[config.mk]
export PLATFORM = sky130hd
export DESIGN_NAME = auction_bid_collector_flat
export DESIGN_NICKNAME = d
export VERILOG_FILES = /design/src/rtl/auction_pkg.sv /design/src/rtl/auction_bid_collector_if.sv /design/src/rtl/auction_round_timer.sv /design/src/rtl/auction_bid_collector.sv /design/src/flat_wrapper.sv
export SDC_FILE = /design/constraint.sdc
export NUM_CORES = 1
export LEC_CHECK = 0
export ABC_AREA = 1
export BUFFER_PORTS_ARGS = -buffer_cell sky130_fd_sc_hd__buf_2
export CAP_MARGIN = 15
export CORE_MARGIN = 2
export CORE_UTILIZATION = 59
export CTS_BUF_LIST = sky130_fd_sc_hd__clkbuf_4
export DETAILED_ROUTE_END_ITERATION = 10
export GPL_TIMING_DRIVEN = 0
export PLACE_DENSITY = 0.93
export SETUP_SLACK_MARGIN = 0.2
export SKIP_LAST_GASP = 1
export SLEW_MARGIN = 15
export SYNTH_ARGS = -nofsm -noshare
export SYNTH_HDL_FRONTEND = slang
export SYNTH_SLANG_ARGS = --single-unit
export TNS_END_PERCENT = 100
[constraint.sdc]
create_clock -name clk -period 19.5 [get_ports clk]
set_input_delay 2.925 -clock clk [delete_from_list [all_inputs] [get_ports clk]]
set_output_delay 2.925 -clock clk [all_outputs]
set_load 0.02 [all_outputs]
[src/rtl/auction_pkg.sv]
// auction_pkg: shared constants, FSM state type and bid array type for the auction pipeline
package auction_pkg;
    localparam int NUM_BIDDERS = 10;
    localparam int ID_W = 4;
    localparam int BID_W = 17;
    typedef enum logic [1:0] {COLLECT, PRESENT, CLEAR} collector_state_e;
    typedef logic [NUM_BIDDERS-1:0][BID_W-1:0] bid_array_t;
    function automatic logic all_present(input logic [NUM_BIDDERS-1:0] mask);
        return &mask;
    endfunction
endpackage

[src/rtl/auction_bid_collector_if.sv]
// auction_bid_collector_if: valid/ready bid stream, one bidder id and value per beat
interface auction_bid_collector_if #(parameter int bW = 17) ();
    import auction_pkg::*;
    logic bid_valid;
    logic bid_ready;
    logic [ID_W-1:0] bid_id;
    logic [bW-1:0] bid_value;
    modport master (output bid_valid, bid_id, bid_value, input bid_ready);
    modport slave (input bid_valid, bid_id, bid_value, output bid_ready);
endinterface

[src/rtl/auction_round_timer.sv]
// auction_round_timer: counts cycles since the first stored bid and flags expiry; 0 disables
module auction_round_timer #(
    parameter int TO_W = 8
) (
    input  logic            clk,
    input  logic            rst,
    input  logic            run,
    input  logic            clear,
    input  logic [TO_W-1:0] timeout_cycles,
    output logic            expire
);
    logic [TO_W-1:0] count_q, count_d;
    assign expire = run && (timeout_cycles != '0) && (count_q == timeout_cycles - TO_W'(1));
    // next count: cleared between rounds, advancing while the round holds bids
    always_comb count_d = clear ? '0 : run ? count_q + TO_W'(1) : count_q;
    // counter register
    always_ff @(posedge clk or posedge rst)
        if (rst) count_q <= '0;
        else     count_q <= count_d;
endmodule

[src/rtl/auction_bid_collector.sv]
// auction_bid_collector: gathers one round of bids and presents the frozen array to argmax
module auction_bid_collector
    import auction_pkg::*;
#(
    parameter int bW   = 17,
    parameter int TO_W = 8,
    parameter int HOLD = 2
) (
    input  logic                            clk,
    input  logic                            rst,
    auction_bid_collector_if.slave          bus,
    input  logic                            close_req,
    input  logic [TO_W-1:0]                 timeout_cycles,
    output logic [NUM_BIDDERS-1:0][bW-1:0]  bids,
    output logic [NUM_BIDDERS-1:0]          present_mask,
    output logic                            bids_valid,
    output logic [7:0]                      round_id,
    output logic                            err_dup,
    output logic                            err_id
);
    localparam int HW = $clog2(HOLD + 1);
    collector_state_e state_q;
    logic [NUM_BIDDERS-1:0][bW-1:0] bids_q, bids_d;
    logic [NUM_BIDDERS-1:0] mask_q, mask_d, onehot;
    logic [HW-1:0] hold_q;
    logic [7:0] round_q;
    logic valid_q, err_dup_q, err_id_q;
    logic accept, legal, dup, store, run, expire, close;
    assign bus.bid_ready = (state_q == COLLECT);
    assign accept = bus.bid_valid && bus.bid_ready;
    assign legal = bus.bid_id < ID_W'(NUM_BIDDERS);
    assign onehot = legal ? NUM_BIDDERS'(1) << bus.bid_id : '0;
    assign dup = |(mask_q & onehot);
    assign store = accept && legal && !dup;
    assign run = (state_q == COLLECT) && (mask_d != '0);
    assign close = (state_q == COLLECT) && (all_present(mask_d) || expire || (close_req && mask_d != '0));
    // array and mask as they stand after this cycle's write; first value per bidder wins
    always_comb begin
        mask_d = store ? mask_q | onehot : mask_q;
        bids_d = bids_q;
        for (int i = 0; i < NUM_BIDDERS; i++) bids_d[i] = (store && onehot[i]) ? bus.bid_value : bids_q[i];
    end
    auction_round_timer #(.TO_W(TO_W)) u_timer (
        .clk            (clk),
        .rst            (rst),
        .run            (run),
        .clear          (state_q == CLEAR),
        .timeout_cycles (timeout_cycles),
        .expire         (expire)
    );
    // round FSM: collect, hold the frozen array for HOLD cycles, then clear and advance round
    always_ff @(posedge clk or posedge rst) begin
        if (rst) begin
            state_q   <= COLLECT;
            bids_q    <= '0;
            mask_q    <= '0;
            hold_q    <= '0;
            round_q   <= '0;
            valid_q   <= 1'b0;
            err_dup_q <= 1'b0;
            err_id_q  <= 1'b0;
        end else begin
            valid_q   <= 1'b0;
            err_dup_q <= 1'b0;
            err_id_q  <= 1'b0;
            unique case (state_q)
                COLLECT: begin
                    bids_q    <= bids_d;
                    mask_q    <= mask_d;
                    err_dup_q <= accept && dup;
                    err_id_q  <= accept && !legal;
                    if (close) begin
                        state_q <= PRESENT;
                        valid_q <= 1'b1;
                        hold_q  <= '0;
                    end
                end
                PRESENT: begin
                    hold_q <= hold_q + HW'(1);
                    if (hold_q == HW'(HOLD - 1)) state_q <= CLEAR;
                end
                CLEAR: begin
                    bids_q  <= '0;
                    mask_q  <= '0;
                    round_q <= round_q + 8'd1;
                    state_q <= COLLECT;
                end
                default: state_q <= COLLECT;
            endcase
        end
    end
    assign bids = bids_q;
    assign present_mask = mask_q;
    assign bids_valid = valid_q;
    assign round_id = round_q;
    assign err_dup = err_dup_q;
    assign err_id = err_id_q;
endmodule

[src/flat_wrapper.sv]
// flat-port wrapper written by rule: the top's interface ports become plain ports
module auction_bid_collector_flat import auction_pkg::*;
#(
    parameter int bW   = 17,
    parameter int TO_W = 8,
    parameter int HOLD = 2
)
  (clk, rst, close_req, timeout_cycles, bids, present_mask, bids_valid, round_id, err_dup, err_id, bus_bid_valid, bus_bid_id, bus_bid_value, bus_bid_ready);
  auction_bid_collector_if #(.bW(bW)) bus_i ();
  input  logic clk;
  input  logic rst;
  input  logic close_req;
  input  logic [TO_W-1:0] timeout_cycles;
  output logic [NUM_BIDDERS-1:0][bW-1:0] bids;
  output logic [NUM_BIDDERS-1:0] present_mask;
  output logic bids_valid;
  output logic [7:0] round_id;
  output logic err_dup;
  output logic err_id;
  input wire logic [$bits(bus_i.bid_valid)-1:0] bus_bid_valid;
  input wire logic [$bits(bus_i.bid_id)-1:0] bus_bid_id;
  input wire logic [$bits(bus_i.bid_value)-1:0] bus_bid_value;
  output wire logic [$bits(bus_i.bid_ready)-1:0] bus_bid_ready;
  assign bus_i.bid_valid = bus_bid_valid;
  assign bus_i.bid_id = bus_bid_id;
  assign bus_i.bid_value = bus_bid_value;
  assign bus_bid_ready = bus_i.bid_ready;
  auction_bid_collector #(.bW(bW), .TO_W(TO_W), .HOLD(HOLD)) u_core (.clk(clk), .rst(rst), .bus(bus_i), .close_req(close_req), .timeout_cycles(timeout_cycles), .bids(bids), .present_mask(present_mask), .bids_valid(bids_valid), .round_id(round_id), .err_dup(err_dup), .err_id(err_id));
endmodule
---- Word level (Yosys, flattened, before mapping) ----
Cells that the tools add are included.
storage, ports and cells
  register bits after elaboration ......... 203
  input bits .............................. 33
  output and inout port bits .............. 192
cells by class
  add/subtract/negate cells ............... 4
  $lt $le $gt $ge ......................... 1
  equality and inequality tests ........... 16
  bitwise operators ....................... 2
  reduce and logical (&&, ||, !) cells .... 44
  shift operators ......................... 1
  muxes and demuxes ....................... 25
operators with widths
  kind                  number
  $pmux 170 s2          1
  $mux 17               10
  $reduce_and 2->1      12
  $ne 2x2->1 const B    11
  $logic_and 1x1->1     20
  $mux 10               2
  $pmux 10 s2           1
  $add 8x1->8 const B   2
  $mux 8                2
  $and 10x10->10        1
  $or 10x10->10         1
  $reduce_and 10->1     1
  $reduce_bool 10->1    1
  $reduce_or 10->1      1
  $shl 1x4->10 const A  1
  $eq 8x8->1            1
  $pmux 2 s2            2
  $reduce_bool 8->1     1
  $sub 8x1->8 const B   1
  $mux 2                3
  $reduce_bool 2->1     3
  $eq 2x1->1 const B    2
  $lt 4x4->1 const B    1
  $mux 1                4
  other kinds (6)       8

---- Logic depth before layout (Yosys ltp) ----
Gate-level depths: netlist (run 1).
  depth in word-level cells ............... 16
  depth in mapped cells ................... 17
  gate-level depth less buffers ........... 17

---- Cells and area by module ----
A second synthesis (run 1) with hierarchy kept.
second synthesis, totals
  cell total of the unflattened synthesis .. 892
  area total of the unflattened synthesis .. 8232.9 um^2
by module, submodules not included
  module                 seq. area each (um^2)  area an instance (um^2)  cells each  instances
  auction_bid_collector  4879.7                 7529.7                   789         1
  auction_round_timer    200.2                  703.2                    103         1

---- Worst setup path after synthesis (run 1) ----
OpenSTA, ideal clock, no wires.
  path kind ............................... input to register
  from .................................... input bus_bid_id[0]
  to ...................................... register u_core.bids_q, in the netlist u_core.bids[136]
  buffers on the path ..................... 1
  required time ........................... 19.375 ns
  cell stages on the path ................. 11
  setup slack ............................. 15.014 ns
  data arrival time ....................... 4.361 ns
  setup time .............................. 0.125 ns
  cell sequence ........................... nand2_1 inv_1 nand3_1 nand2_1 nor2_1 nand4_4 inv_2 nand3_1 nand2_2 buf_6 mux2_2
between the ends
  cells in the longest elaborated chain, start to end .. 9
  elaborated cells on any way between the ends .. 11
  those cells by class .................... 1 x order compare; 1 x eq/ne; 1 x shift; 1 x mux; 1 x bitwise; 6 x reduce/logical
ends and longest elaborated chain
  item                                        line                                                      text
  from (decl)                                 flat_wrapper.sv:21                                        input wire logic [$bits(bus_i.bid_id)-1:0] bus_bid_id;
  $lt 4x4->1 or $shl 1x4->10 (tied branches)  auction_bid_collector.sv:31, auction_bid_collector.sv:32
  $mux 10                                     auction_bid_collector.sv:32                               assign onehot = legal ? NUM_BIDDERS'(1) << bus.bid_id : '0;
  $and 10x10->10                              auction_bid_collector.sv:33                               assign dup = |(mask_q & onehot);
  $reduce_or 10->1                            auction_bid_collector.sv:33
  $logic_not 1->1                             auction_bid_collector.sv:34                               assign store = accept && legal && !dup;
  $logic_and 1x1->1                           auction_bid_collector.sv:34
  $logic_and 1x1->1 (*)                       auction_bid_collector.sv:41                               for (int i = 0; i < NUM_BIDDERS; i++) bids_d[i] = (store && onehot[i]) ? bus.bid_value : bids_q[i];
  $ne 2x2->1 (no line) (*)                    -
  $reduce_and 2->1 (no line) (*)              -
  to (signal assigned)                        auction_bid_collector.sv:68                               bids_q <= bids_d;
  to (decl)                                   auction_bid_collector.sv:23                               logic [NUM_BIDDERS-1:0][bW-1:0] bids_q, bids_d;
Every way passes the cells marked *; elsewhere a longest branch is shown, timed or not.
A chain may end at the register's enable or synchronous reset.

---- Final worst setup path (run 1) ----
  from .................................... register u_core.state_q[0]
  to ...................................... output bus_bid_ready
between the ends
  cells in the longest elaborated chain, start to end .. 1
ends and longest elaborated chain
  item                    line                         text
  from (decl)             auction_bid_collector.sv:22  collector_state_e state_q;
  from (signal assigned)  auction_bid_collector.sv:54  state_q <= COLLECT;
  from (signal assigned)  auction_bid_collector.sv:73  state_q <= PRESENT;
  from (signal assigned)  auction_bid_collector.sv:80  if (hold_q == HW'(HOLD - 1)) state_q <= CLEAR;
  $logic_not 2->1         auction_bid_collector.sv:29  assign bus.bid_ready = (state_q == COLLECT);
  to (decl)               flat_wrapper.sv:23           output wire logic [$bits(bus_i.bid_ready)-1:0] bus_bid_ready;
Every way passes these cells.

==> impl_metrics.csv, run 1 <==
group,metric,value,unit
logic_synthesis,async_flop_share,100,%
route,antenna_left,0,
logic_synthesis,syn_nets,764,
clock_network,cts_resized,0,
floorplan,die_w,126,microns
global_route,grt_max_degree,118,
logic_synthesis,ys.warnings.count,0,
run_status,outcome,"finished, final reports clean",
place,gp_congestion,0.914,
setup_path,cp_max_fo,6,
global_route,grt_pass1_wl,36.0,mm
sta,setup_ws,15070,ps
global_route,antenna_found_initial,1,
logic_synthesis,post-synth-top-area-cell,"dfrtp_1",
route,firstDrtPassIters,5,
floorplan,dieArea,15800,sq um
route,route.vias.total,6658,
logic_synthesis,ys_types,38,
floorplan,die_h,126,microns
setup_path,start_kind,"flip-flop",
power_and_ir_drop,leakage,5.43,nW
sta,rsz0062_at_grt,"no",
setup_path,worstSetupEndpointType,"primary output",
global_route,gr-usage-met2,47.2,%
route,drc_errors,0,
global_route,use_met1,37.0,%
route,drt_iter0_markers,517,
sta,max_freq,226,MHz
clock_network,hold_buffers,0,
global_route,grt_pass1_vias,6810,
clock_network,ctsLongestPathBuffers,3,
hold_path,min_path_type,"reg -> reg",
sta,slew_headroom,33.8,%
finish,nets,1041,
setup_path,worstSetupPathType,"reg -> out",
logic_synthesis,seq_area_frac_synth,58.0,%
logic_synthesis,yosysMostFrequentCell,"dfrtp_1",
sta,slew_violations,0,
sta,hold_violations,0,
logic_synthesis,syn_area,8760,sq um
clock_network,insertion_delay,690,ps
clock_network,post_cts_buffers,0,
route,wl_per_cell,18.3,microns
setup_path,required,16570,ps
logic_synthesis,syn_avg_cell_area,12.1,sq um
floorplan,start_util,60.3,%
global_route,grtUsageTotal,28.6,%
clock_network,cts_tree,"built",
floorplan,fp-row-count,44,
finish,syn_to_final_growth,22.8,%
place,place_ws,14530,ps
global_route,grt.overflow.total,0,
logic_synthesis,ys_ff_latch,203,
sta,finalSetupViolCount,0,
sta,clock_skew,74.4,ps
flow_run,maxCapViolations,0,
floorplan,core_area,14500,sq um
sta,tns,0,ps
setup_path,slowest_stage,"dfrtp_1",
setup_path,cp_top_family,"flip-flops",
floorplan,ios,225,
logic_synthesis,synth_top_area_share,58.0,%
setup_path,path_buf_inv,1,
logic_synthesis,synth_edf_count,0,
logic_synthesis,synth.top_cells.by_count,"dfrtp_1, mux2_2, nor2_1",
power_and_ir_drop,peakVddDrop,0.119,mV
logic_synthesis,synthFlopType,"dfrtp_1",
sta,final.min_clock_period,4430,ps
logic_synthesis,synth_area_leaders,"dfrtp_1, mux2_2, nor2_1, a211oi_1, nand2_1",
place,hpwlAfterDp,15.7,mm
place,dp_cells,1135,
global_route,top_usage_layer,"met2",
clock_network,cts.sinks,203,
place,port_buffers,224,
sta,min_period_over_period,22.7,%
global_route,grt_util_met3,6.97,%
finish,fillers,985,
sta,tightest_slew,989,ps
clock_network,clk_pin_slew,70,ps
clock_network,cts_htree_levels,2,
power_and_ir_drop,p_per_area,189,nW/um^2
finish,drive_gt1_share,47.4,%
setup_path,cp_slowest_stage_delay,450,ps
setup_path,crit_chain,"nor2_8, buf_2",
finish,layout.cells.non_filler,1226,
setup_path,cp_data_arrival_time,1510,ps
clock_network,clockRootBuffer,"clkbuf_4",
route,routed_via_density,5.43,
logic_synthesis,syn_inst,726,
route,drt-total-wl,22.4,mm
clock_network,cts_buffers,50,
==> cells in the final DEF, fill, tap and decap left out, types with 2 or more instances in the layout <==
master / n
a211oi_1: 35
a21oi_1: 3
buf_1: 2
buf_2: 224
buf_4: 10
clkbuf_1: 7
clkbuf_4: 67
clkinv_1: 19
dfrtp_1: 203
ha_1: 5
inv_1: 53
inv_2: 6
mux2_2: 136
nand2_1: 57
nand2_2: 14
nand2_8: 2
nand3_1: 23
nand4_1: 6
nor2_1: 96
nor2_2: 7
nor2_4: 2
nor2_8: 3
nor3_1: 5
o21ai_0: 5
o21ai_1: 2
o21ai_4: 2
o22ai_2: 4
or2_2: 4
xnor2_1: 10
xor2_1: 12
==> sequential cells by signal, indices dropped and copies added, names as in the netlist <==
name	count
u_core.bids	170
u_core.bids_valid	1
u_core.err_dup	1
u_core.err_id	1
u_core.hold_q	2
u_core.present_mask	10
u_core.round_id	8
u_core.state_q	2
u_core.u_timer.count_q	8
==> cells by family (layout without fill, tap and decap cells) <==
group | Yosys count | after routing | synth area share [%]
fa+ha+maj | 5 | 5 | 0.714
other cells | 0 | 1 | 0
compound gates | 55 | 55 | 4.90
buf+inv | 81 | 396 | 4.17
flops | 203 | 203 | 58.0
simple gates | 224 | 224 | 12.5
xor+xnor | 22 | 22 | 2.20
mux | 136 | 136 | 17.5
==> final cells by class <==
| cell class | instances | area [sq um] | share of cell area [%] |
|---|---|---|---|
| sequential | 203 | 5080 | 47.3 |
| multi-input combinational | 442 | 3310 | 30.8 |
| timing repair buffer | 225 | 1150 | 10.7 |
| clock buffer | 67 | 503 | 4.68 |
| inverter | 60 | 233 | 2.16 |
| tap | 184 | 230 | 2.14 |
| buffer | 21 | 140 | 1.30 |
| clock inverter | 23 | 101 | 0.943 |
| antenna | 1 | 2.50 | 0.0233 |
==> final timing paths <==
kind	start	end	slack, ps	cells past startpoint
min	u_core.round_id[7]	u_core.round_id[7]	470	1
min in group asynchronous	rst	u_core.bids[54]	2390	2
max reg2reg	u_core.state_q[1]	u_core.bids[162]	17000	7
max	u_core.state_q[0]	bus_bid_ready	15070	2
max in group asynchronous	rst	u_core.bids[2]	16160	3
min reg2reg	u_core.round_id[7]	u_core.round_id[7]	470	1
==> per-layer routing <==
metal | routed length, microns | up-vias
li1 | - | 3039
met5 | 0 | -
met3 | 1670 | 61
met4 | 750 | 0
met1 | 9020 | 3282
met2 | 11000 | 276
==> worst reg2reg max path: stages, from the launching register on <==
cell,delay (ps)
dfrtp_1,440
inv_1,80
nor2_1,520
inv_2,200
buf_4,280
nand2_2,250
buf_4,240
mux2_2,350
==> metrics by stage <==
stage / cell area [sq um] / total power [mW] / utilization (%) / hold WS [ps]
2_1_floorplan: 8760 / 1.37 / - / 485
3_3_place_gp: 10100 / 1.65 / 69.6 / 455
3_5_place_dp: 10100 / 1.69 / 69.8 / 461
4_1_cts: 10700 / 2.04 / 73.9 / 474
5_1_grt: 10800 / 2.15 / 74.0 / 482
6_report: 10800 / 2.03 / 74.0 / 469
==> power by group <==
part	switching [mW]	total [mW]	internal [mW]
Clock	0.170	0.332	0.162
Sequential	0.127	0.753	0.626
Combinational	0.576	0.944	0.368
(Power assumes the default switching activity.)
==> run 2, diff against run 1 <==
CORE_UTILIZATION = 55   (was 59)
PLACE_DENSITY = 0.87   (was 0.93)
clock period = 4.5 ns   (was 19.5 ns; I/O delays follow)
==> run 2 against run 1 <==
Effect of this change:
- clock-buffer cell count grew 9
- core utilization shrank 4.5 points
- sequential share of layout area shrank 0.69 points
- clock skew shrank 35 ps
- first-iteration DRC count shrank 40%
- critical path depth grew 7
- die area grew 7.0%
- global-route usage shrank 2.0 points
- largest power group unchanged
- highest routed layer unchanged
- clock power grew to 4.5 times the previous value
- via count shrank 0.89%
- setup slack lost 13000 ps
- worst hold slack lost 140 ps
==> impl_metrics.csv, run 2 (synthesis results as in run 1) <==
group,metric,value,unit
run_status,outcome,"finished, final reports clean",
floorplan,start_util,55.7,%
finish,final_cell_mix,"buf_2, dfrtp_1, mux2_2",
finish,layout.cells.non_filler,1261,
clock_network,cts_resized,0,
power_and_ir_drop,fin_total_pwr,8.83,mW
power_and_ir_drop,p_per_area,810,nW/um^2
route,drt_iter0_markers,309,
sta,hold_violations,0,
power_and_ir_drop,p_sw,3.75,mW
route,drc_errors,0,
setup_path,worstSetupEndpointType,"flip-flop",
route,drt-total-wl,22.5,mm
floorplan,core_area,15700,sq um
finish,fillers,1159,
global_route,grt.overflow.total,0,
setup_path,r2r_end,"u_core.bids[150]",
sta,slew_violations,0,
global_route,grt_pass1_wl,34.8,mm
finish,nets,1048,
clock_network,cts_tree,"built",
sta,final.min_clock_period,2420,ps
floorplan,die_h,130,microns
finish,seq_area,5080,sq um
power_and_ir_drop,internal-power,5.09,mW
setup_path,ff2ff_setup_slack,2080,ps
global_route,grt_max_degree,39,
power_and_ir_drop,combPwrFrac,46.3,%
clock_network,post_cts_buffers,0,
sta,min_period_over_period,53.8,%
sta,finalSetupViolCount,0,
floorplan,fp-row-count,46,
clock_network,ctsLongestPathBuffers,3,
power_and_ir_drop,leakage,5.49,nW
place,gp_congestion,0.901,
place,dp_cells,1172,
clock_network,clockRootBuffer,"clkbuf_4",
sta,tns,0,ps
route,antenna_left,0,
setup_path,worstSetupPathType,"reg -> reg",
sta,rsz0062_at_grt,"no",
route,routed_via_density,5.23,
clock_network,cts_buffers,51,
setup_path,crit_end,"u_core.bids[150]",
setup_path,cp-startpoint,"u_core.state_q[0]",
place,hpwlAfterDp,16.3,mm
clock_network,cts.sinks,203,
clock_network,clk_pin_slew,60,ps
power_and_ir_drop,clock_power_share,16.9,%
setup_path,cp_max_fo,10,
finish,drive_gt1_share,48.6,%
floorplan,ios,225,
setup_path,rr_worst_depth,9,
clock_network,insertion_delay,670,ps
finish,largest_reg_flops,170,
setup_path,cp_data_arrival_time,2940,ps
sta,tightest_slew,751,ps
finish,multiInputGateArea,3310,sq um
sta,slew_headroom,49.8,%
route,wl_per_cell,17.8,microns
power_and_ir_drop,pwr-share-seq,36.8,%
floorplan,die_w,130,microns
global_route,grt_pass1_vias,6646,
setup_path,required,5020,ps
clock_network,cts_htree_levels,2,
finish,layout_commonest_cell,"buf_2",
floorplan,dieArea,16900,sq um
place,port_buffers,224,
route,route.vias.total,6599,
sta,clock_skew,39.9,ps
setup_path,start_kind,"flip-flop",
finish,syn_to_final_growth,24.6,%
flow_run,maxCapViolations,0,
global_route,antenna_found_initial,1,
hold_path,min_path_type,"in -> reg",
route,firstDrtPassIters,4,
power_and_ir_drop,swShare,42.4,%
setup_path,r2r-start,"u_core.state_q[0]",
power_and_ir_drop,peakVddDrop,0.539,mV
global_route,grtUsageTotal,26.6,%
sta,max_freq,413,MHz
[run 2: changes by cell type in the layout (fill, tap and decap cells not counted), sizes merged]
cell	delta
clkbuf	+9
dlygate4sd3	+1
clkinvlp	+2
buf	+5
clkinv	-13
inv	-1
[run 2: cell type report]
type / count / area share, %
diodes: 1 / 0.0229
well taps: 216 / 2.48
multi-input cells: 442 / 30.4
inverters: 60 / 2.10
clock inverters: 11 / 0.505
repair buffers: 231 / 11.5
plain buffers: 21 / 1.28
flip-flops and latches: 203 / 46.6
clock buffers: 76 / 5.23
[run 2: routing by layer]
| metal | up-vias | global-route usage (%) | part of all wire (%) | routed length, microns |
|---|---|---|---|---|
| met5 | - | 0 | 0 | 0 |
| met4 | 0 | 10.3 | 2.9 | 641 |
| met3 | 52 | 8.86 | 7.8 | 1760 |
| met2 | 248 | 44.1 | 50 | 11200 |
| met1 | 3264 | 32.4 | 39 | 8860 |
| li1 | 3035 | - | - | - |
[run 2: worst min-delay path by stage]
| stage | start | to | slack, ps | cells past startpoint |
|---|---|---|---|---|
| floorplan | u_core.hold_q[1] | u_core.hold_q[1] | 480 | 2 |
| global placement | u_core.round_id[7] | u_core.round_id[7] | 450 | 1 |
| detailed placement | u_core.round_id[7] | u_core.round_id[7] | 460 | 1 |
| CTS | bus_bid_valid | u_core.err_id | 270 | 3 |
| global route | bus_bid_value[0] | u_core.bids[51] | 290 | 3 |
| finish | bus_bid_valid | u_core.err_id | 320 | 3 |
[run 2: metrics by stage]
step           util, %  hold slack (ps)  setup slack (ps)  cell area [sq um]
2_1_floorplan        -              485              1190               8760
3_3_place_gp      64.6              453              43.6              10200
3_5_place_dp      65.4              464              1770              10300
4_1_cts           69.4              275              2060              10900
5_1_grt           69.4              285              1950              10900
6_report          69.4              324              2080              10900
[run 2: what timing repair did]
action | in CTS | in global routing
hold buffers | 1 | 0
setup endpoints to repair | 0 | 0
endpoints found under the hold margin | 11 | 0
[run 2: critical path, stage by stage (launching register included)]
cell	delay, ps
dfrtp_1	450
nor2_8	220
nand2_2	110
nor2_4	240
nand4_4	160
inv_2	140
nand3_1	170
nand2_2	250
buf_6	220
mux2_2	350
[run 2: power by group through the flow]
stage               logic, mW  clock network, mW  registers [mW]
finish                   4.09               1.49            3.25
detailed placement       4.10                  0            3.26
floorplan                1.69                  0            4.23
global placement         3.98                  0            3.21
CTS                      4.12               1.53            3.24
global route             4.38               1.63            3.34
